[config.mk]
export PLATFORM = sky130hd
export DESIGN_NAME = concat_rep_scheduler
export DESIGN_NICKNAME = d
export VERILOG_FILES = /design/src/rtl/concat_rep_scheduler.sv
export SDC_FILE = /design/constraint.sdc
export NUM_CORES = 1
export LEC_CHECK = 0
export BUFFER_PORTS_ARGS = -buffer_cell sky130_fd_sc_hd__buf_2
export CAP_MARGIN = 5
export CORE_MARGIN = 5
export CORE_UTILIZATION = 25
export DETAILED_ROUTE_END_ITERATION = 6
export GPL_ROUTABILITY_DRIVEN = 1
export PLACE_DENSITY = 0.51
export SYNTH_ARGS = -nofsm -noshare
export SYNTH_HDL_FRONTEND = slang
export SYNTH_SLANG_ARGS = --single-unit
export TNS_END_PERCENT = 30
[constraint.sdc]
create_clock -name clk -period 4.2 [get_ports clk]
set_input_delay 0.84 -clock clk [delete_from_list [all_inputs] [get_ports clk]]
set_output_delay 0.84 -clock clk [all_outputs]
set_load 0.01 [all_outputs]
[src/rtl/concat_rep_scheduler.sv]
// concat_rep_scheduler: round-robin shared {a,b}/{b,b} datapath for two requesters, valid/ready result.
// Defining CR_STATS_EN adds saturating per-requester completion counters on cnt0/cnt1.
module concat_rep_scheduler #(
    parameter int DW = 8
`ifdef CR_STATS_EN
    , parameter int CNT_W = 16
`endif
) (
    input  logic            clk,
    input  logic            rst,
    input  logic            req0_valid,
    input  logic [DW-1:0]   req0_a,
    input  logic [DW-1:0]   req0_b,
    output logic            req0_ready,
    input  logic            req1_valid,
    input  logic [DW-1:0]   req1_a,
    input  logic [DW-1:0]   req1_b,
    output logic            req1_ready,
    output logic            out_valid,
    input  logic            out_ready,
    output logic [2*DW-1:0] out_cat,
    output logic [2*DW-1:0] out_rep,
    output logic            out_src,
`ifdef CR_STATS_EN
    output logic            busy,
    output logic [CNT_W-1:0] cnt0,
    output logic [CNT_W-1:0] cnt1
`else
    output logic            busy
`endif
);
    localparam logic [1:0] IDLE = 2'd0;
    localparam logic [1:0] LOAD = 2'd1;
    localparam logic [1:0] EXEC = 2'd2;
    localparam logic [1:0] HOLD = 2'd3;

    logic [1:0]      state_q, state_d;
    logic [DW-1:0]   a_q, a_d, b_q, b_d;
    logic            src_q, src_d;
    logic            last_grant_q, last_grant_d;
    logic            out_valid_q, out_valid_d;
    logic [2*DW-1:0] out_cat_q, out_cat_d, out_rep_q, out_rep_d;
    logic            out_src_q, out_src_d;
    logic            idle, grant1;

    always_comb begin
        idle = state_q == IDLE;
        // requester 1 wins alone, or on contention when requester 0 was served last
        grant1 = req1_valid & (~req0_valid | ~last_grant_q);
        req1_ready = idle & grant1;
        req0_ready = idle & req0_valid & ~grant1;
        state_d = state_q;
        a_d = a_q;
        b_d = b_q;
        src_d = src_q;
        last_grant_d = last_grant_q;
        out_valid_d = out_valid_q;
        out_cat_d = out_cat_q;
        out_rep_d = out_rep_q;
        out_src_d = out_src_q;
        case (state_q)
            IDLE: if (req0_ready | req1_ready) begin
                a_d = grant1 ? req1_a : req0_a;
                b_d = grant1 ? req1_b : req0_b;
                src_d = grant1;
                last_grant_d = grant1;
                state_d = LOAD;
            end
            LOAD: state_d = EXEC;
            EXEC: begin
                out_cat_d = {a_q, b_q};
                out_rep_d = {2{b_q}};
                out_src_d = src_q;
                out_valid_d = 1'b1;
                state_d = HOLD;
            end
            default: if (out_ready) begin
                out_valid_d = 1'b0;
                state_d = IDLE;
            end
        endcase
    end

    always_ff @(posedge clk) begin
        if (rst) begin
            state_q <= IDLE;
            a_q <= '0;
            b_q <= '0;
            src_q <= 1'b0;
            last_grant_q <= 1'b1;
            out_valid_q <= 1'b0;
            out_cat_q <= '0;
            out_rep_q <= '0;
            out_src_q <= 1'b0;
        end else begin
            state_q <= state_d;
            a_q <= a_d;
            b_q <= b_d;
            src_q <= src_d;
            last_grant_q <= last_grant_d;
            out_valid_q <= out_valid_d;
            out_cat_q <= out_cat_d;
            out_rep_q <= out_rep_d;
            out_src_q <= out_src_d;
        end
    end

    assign out_valid = out_valid_q;
    assign out_cat = out_cat_q;
    assign out_rep = out_rep_q;
    assign out_src = out_src_q;
    assign busy = ~idle;

`ifdef CR_STATS_EN
    logic [CNT_W-1:0] cnt0_q, cnt0_d, cnt1_q, cnt1_d;
    logic             hs;

    always_comb begin
        hs = out_valid_q & out_ready;
        cnt0_d = (hs & ~out_src_q & ~&cnt0_q) ? cnt0_q + CNT_W'(1) : cnt0_q;
        cnt1_d = (hs & out_src_q & ~&cnt1_q) ? cnt1_q + CNT_W'(1) : cnt1_q;
    end

    always_ff @(posedge clk) begin
        if (rst) begin
            cnt0_q <= '0;
            cnt1_q <= '0;
        end else begin
            cnt0_q <= cnt0_d;
            cnt1_q <= cnt1_d;
        end
    end

    assign cnt0 = cnt0_q;
    assign cnt1 = cnt1_q;
`endif
endmodule

After elaboration in Yosys (flattened, before gate mapping)
Cells that the tools add are included.

storage, ports and cells
  output and inout port bits = 37
  bits in registers = 54
  logic and storage cells = 37

operators by class
  bitwise logic cells = 11
  muxes and demuxes = 7
  equality and inequality tests = 3
  reduce and logical (&&, ||, !) cells = 7

operator list
  operator                                               number
  2-to-1 mux 8 bit                                       2
  one-hot mux 2 bit (3 select lines)                     1
  AND reduction 2 bit                                    3
  NOT 1 bit                                              5
  bitwise AND 1 bit                                      4
  2-to-1 mux 2 bit                                       2
  nonzero test 4 bit                                     1
  == test 2 x 1 -> 1 bit, second input constant          1
  == test 2 bit, second input constant                   1
  logical NOT 2 bit                                      1
  inequality test 2 x 1 -> 1 bit, second input constant  1
  bitwise OR 1 bit                                       2
  one-hot mux 1 bit (2 select lines)                     1
  nonzero test 2 bit                                     1
  OR reduction 2 bit                                     1
  2-to-1 mux 1 bit                                       1

Longest topological paths before layout
  word-level depth = 8
  depth in mapped cells = 8

Worst setup path before layout
Ideal clock, no wire load.

  kind = input to output
  start point = input req1_valid
  end point = output req1_ready
  required time = 3360 ps
  cell stages on the path = 3
  arrival time = 1520 ps
  slack = 1840 ps
  cells stage by stage = a21boi_2 -> buf_2 -> and2_1

on the way
  longest elaborated chain between the ends = 2

ends and longest elaborated chain
  item               RTL line  source
  start, declared    15        input logic req1_valid,
  bitwise AND 1 bit  49        grant1 = req1_valid & (~req0_valid | ~last_grant_q);
  bitwise AND 1 bit  50        req1_ready = idle & grant1;
  end, declared      18        output logic req1_ready,

Every way passes these cells.

Final worst setup path
  start point = input req0_valid
  end point = output req1_ready

on the way
  longest elaborated chain between the ends = 4

ends and longest elaborated chain
  item               RTL line  source
  start, declared    11        input logic req0_valid,
  NOT 1 bit          49
  bitwise OR 1 bit   49
  bitwise AND 1 bit  49
  bitwise AND 1 bit  50

Every way passes these cells.

==> results.json <==
{
  "status": "finished, final reports clean",
  "crit_slowest_cell": "a21boi_2",
  "portBuffers": 73,
  "worst_slack_ns": 1.38,
  "hpwl_um": 3390,
  "final_nets": 295,
  "cts_root_buffer": "clkbuf_8",
  "via_count": 1597,
  "ctsLongestPathBuffers": 2,
  "drt_pass1_iterations": 4,
  "cts_sinks": 38,
  "dieArea_um2": 9540,
  "start_util": 0.252,
  "clk_latency_ns": 0.29,
  "yosys.area.top_type": "dfxtp_1",
  "crit_chain": "buf_2, a21boi_2, and2_1, buf_2",
  "cp.required_ns": 3.36,
  "placed_cell_area_um2": 2190,
  "area_growth_pct": 19.0,
  "worstHoldPathType": "flip-flop to flip-flop",
  "antennaDiodeCount": 0,
  "cts_hold_buf": 0,
  "synth.cell_area_um2": 1920,
  "cp.arrival_ns": 1.98,
  "synth_top_area_share": 0.396,
  "rsz0062_at_grt": "false",
  "routed_via_density": 4.47,
  "die_w_um": 97.7,
  "fmax_mhz": 354,
  "grt_max_degree": 39,
  "die_h_um": 97.7,
  "design_area_um2": 2280,
  "slowest_delay_ns": 0.67,
  "wl_um": 4980,
  "layout-drive-gt1-share": 0.373,
  "multiInputGateArea_um2": 917,
  "cts_max_level": 2,
  "synthFlopType": "dfxtp_1",
  "clock_skew_ns": 0.0100,
  "grt_pass1_wl_um": 8080,
  "rows": 32,
  "yosysWarnings": 0,
  "synth-edff-count": 0,
  "cts.clk_slew.worst_paths_ns": 0.07,
  "critPathLaunchType": "primary input",
  "worstMarginPinSlew_ns": 1.18,
  "max_slew_margin": 0.216,
  "ios": 74,
  "layout_min_cycle_time_ns": 2.82,
  "tns_ns": 0,
  "cap_violations": 0,
  "overflow": 0,
  "seq_area_um2": 761,
  "async_reset_ff_frac": 0,
  "ys_ff_latch": 38,
  "timing.critical_path.buf_inv": 2,
  "ir_drop_v": 0.000191,
  "synth.net_count": 248,
  "grt_pass1_vias": 1562,
  "cts_resized": 0,
  "p_leak_nw": 1.01,
  "numCtsBuffers": 5,
  "critPathMaxFanout": 18,
  "coreArea_um2": 7610,
  "synthTopCellsByArea": "dfxtp_1 40%, mux2i_1 8.9%, a311oi_2 7.8%",
  "antenna_found_initial": 0,
  "worst_path_most_repeated_cell": "buf_2",
  "synth_cell_types": 29,
  "finalSetupViolations": 0,
  "postCtsSetupBuffers": 0,
  "gp_congestion": 0.788,
  "powerDensity_nw_per_um2": 608,
  "cts_tree": "done",
  "cp-end-kind": "output port",
  "seq_area_frac_synth": 0.396,
  "slew_viol_final": 0,
  "hold_viol": 0,
  "postSynthCellCount": 207,
  "track_usage": 0.105,
  "fillCellCount": 835,
  "syn_area_per_cell_um2": 9.28,
  "drt_iter0_markers": 106,
  "cp_top_family": "compound AO/OA/AOI/OAI gates",
  "drc": 0,
  "worstSetupPathType": "primary input to output port",
  "wire_per_inst_um": 13.9,
  "finalCritPeriodShare": 0.672,
  "ant_nets": 0,
  "pre_cts_ws_ns": 1.34
}
[through the flow]
step,instances,power (mW),util,hold slack (ns)
global route,357,1.49,0.300,0.515
finish,357,1.39,0.300,0.498
detailed placement,349,1.14,0.288,0.478
global placement,349,1.13,0.288,0.476
floorplan,207,1.03,-,0.465
CTS,357,1.41,0.300,0.502
[layer usage]
layer  wire length [um]  GRT usage  vias up
met3                271     0.0251        7
met5                  0          0        -
met1               2500      0.150      735
li1                   -          -      804
met4                 59     0.0351        0
met2               2150      0.154       51
[state kept, by name, summed over array words and instances, names as in the netlist]
| name | cells |
|---|---|
| a_q | 8 |
| b_q | 8 |
| src_q | 1 |
| out_valid | 1 |
| out_src | 1 |
| state_q | 2 |
| out_cat | 16 |
| last_grant_q | 1 |
[cells in the mapped netlist (3+ instances only)]
| master | n |
|---|---|
| buf_6 | 3 |
| a311oi_2 | 10 |
| ha_1 | 4 |
| mux2i_1 | 17 |
| clkbuf_1 | 3 |
| nor2_1 | 22 |
| buf_4 | 18 |
| nand2_1 | 35 |
| inv_1 | 5 |
| dfxtp_1 | 38 |
| buf_2 | 8 |
| a211oi_1 | 17 |
| a311oi_1 | 6 |
[worst paths after layout]
kind | from | to | slack, ns | cells past startpoint
max | req0_valid | req1_ready | 1.38 | 4
min | out_cat[11]$_SDFFE_PP0N_ | out_cat[11]$_SDFFE_PP0N_ | 0.50 | 2
max reg2reg | state_q[0]$_SDFFE_PP0P_ | a_q[4]$_SDFFE_PP0P_ | 2.05 | 5
min reg2reg | out_cat[11]$_SDFFE_PP0N_ | out_cat[11]$_SDFFE_PP0N_ | 0.50 | 2
[cell families after synthesis]
| group | synth area share |
|---|---|
| AOI/OAI and AO/OA | 0.230 |
| DFF | 0.396 |
| buffers and inverters | 0.126 |
| and+or+nand+nor | 0.133 |
| muxes | 0.0886 |
| adders and majority gates | 0.0261 |
[cell usage in the layout, fill, tap and decap left out, drive strengths merged, types with 2 or more instances in the layout]
| cell type | count |
|---|---|
| buf | 73 |
| dfxtp | 38 |
| nand2 | 35 |
| nor2 | 22 |
| a211oi | 17 |
| mux2i | 17 |
| a311oi | 16 |
| clkbuf | 6 |
| inv | 5 |
| ha | 4 |
| and2 | 2 |
| and3 | 2 |
| a21oi | 2 |
| o21ai | 2 |
| nor3 | 2 |
| a21bo | 2 |
[where the power goes]
part | internal, mW | switching, mW
sequential | 0.452 | 0.0531
combinational | 0.266 | 0.351
clock | 0.132 | 0.136
[worst min-delay path, stage by stage, from the launching register on]
cell and delay, ns:
dfxtp_1 0.33, mux2i_1 0.06, nor2_1 0.07
[final cells by class]
cell class | count | area share
Multi-Input combinational cell | 131 | 0.401
Sequential cell | 38 | 0.333
Timing Repair Buffer | 73 | 0.160
Tap cell | 102 | 0.0559
Clock buffer | 6 | 0.0361
Inverter | 5 | 0.00821
Clock inverter | 2 | 0.00548
No activity file was read; power rests on OpenSTA's default activity.
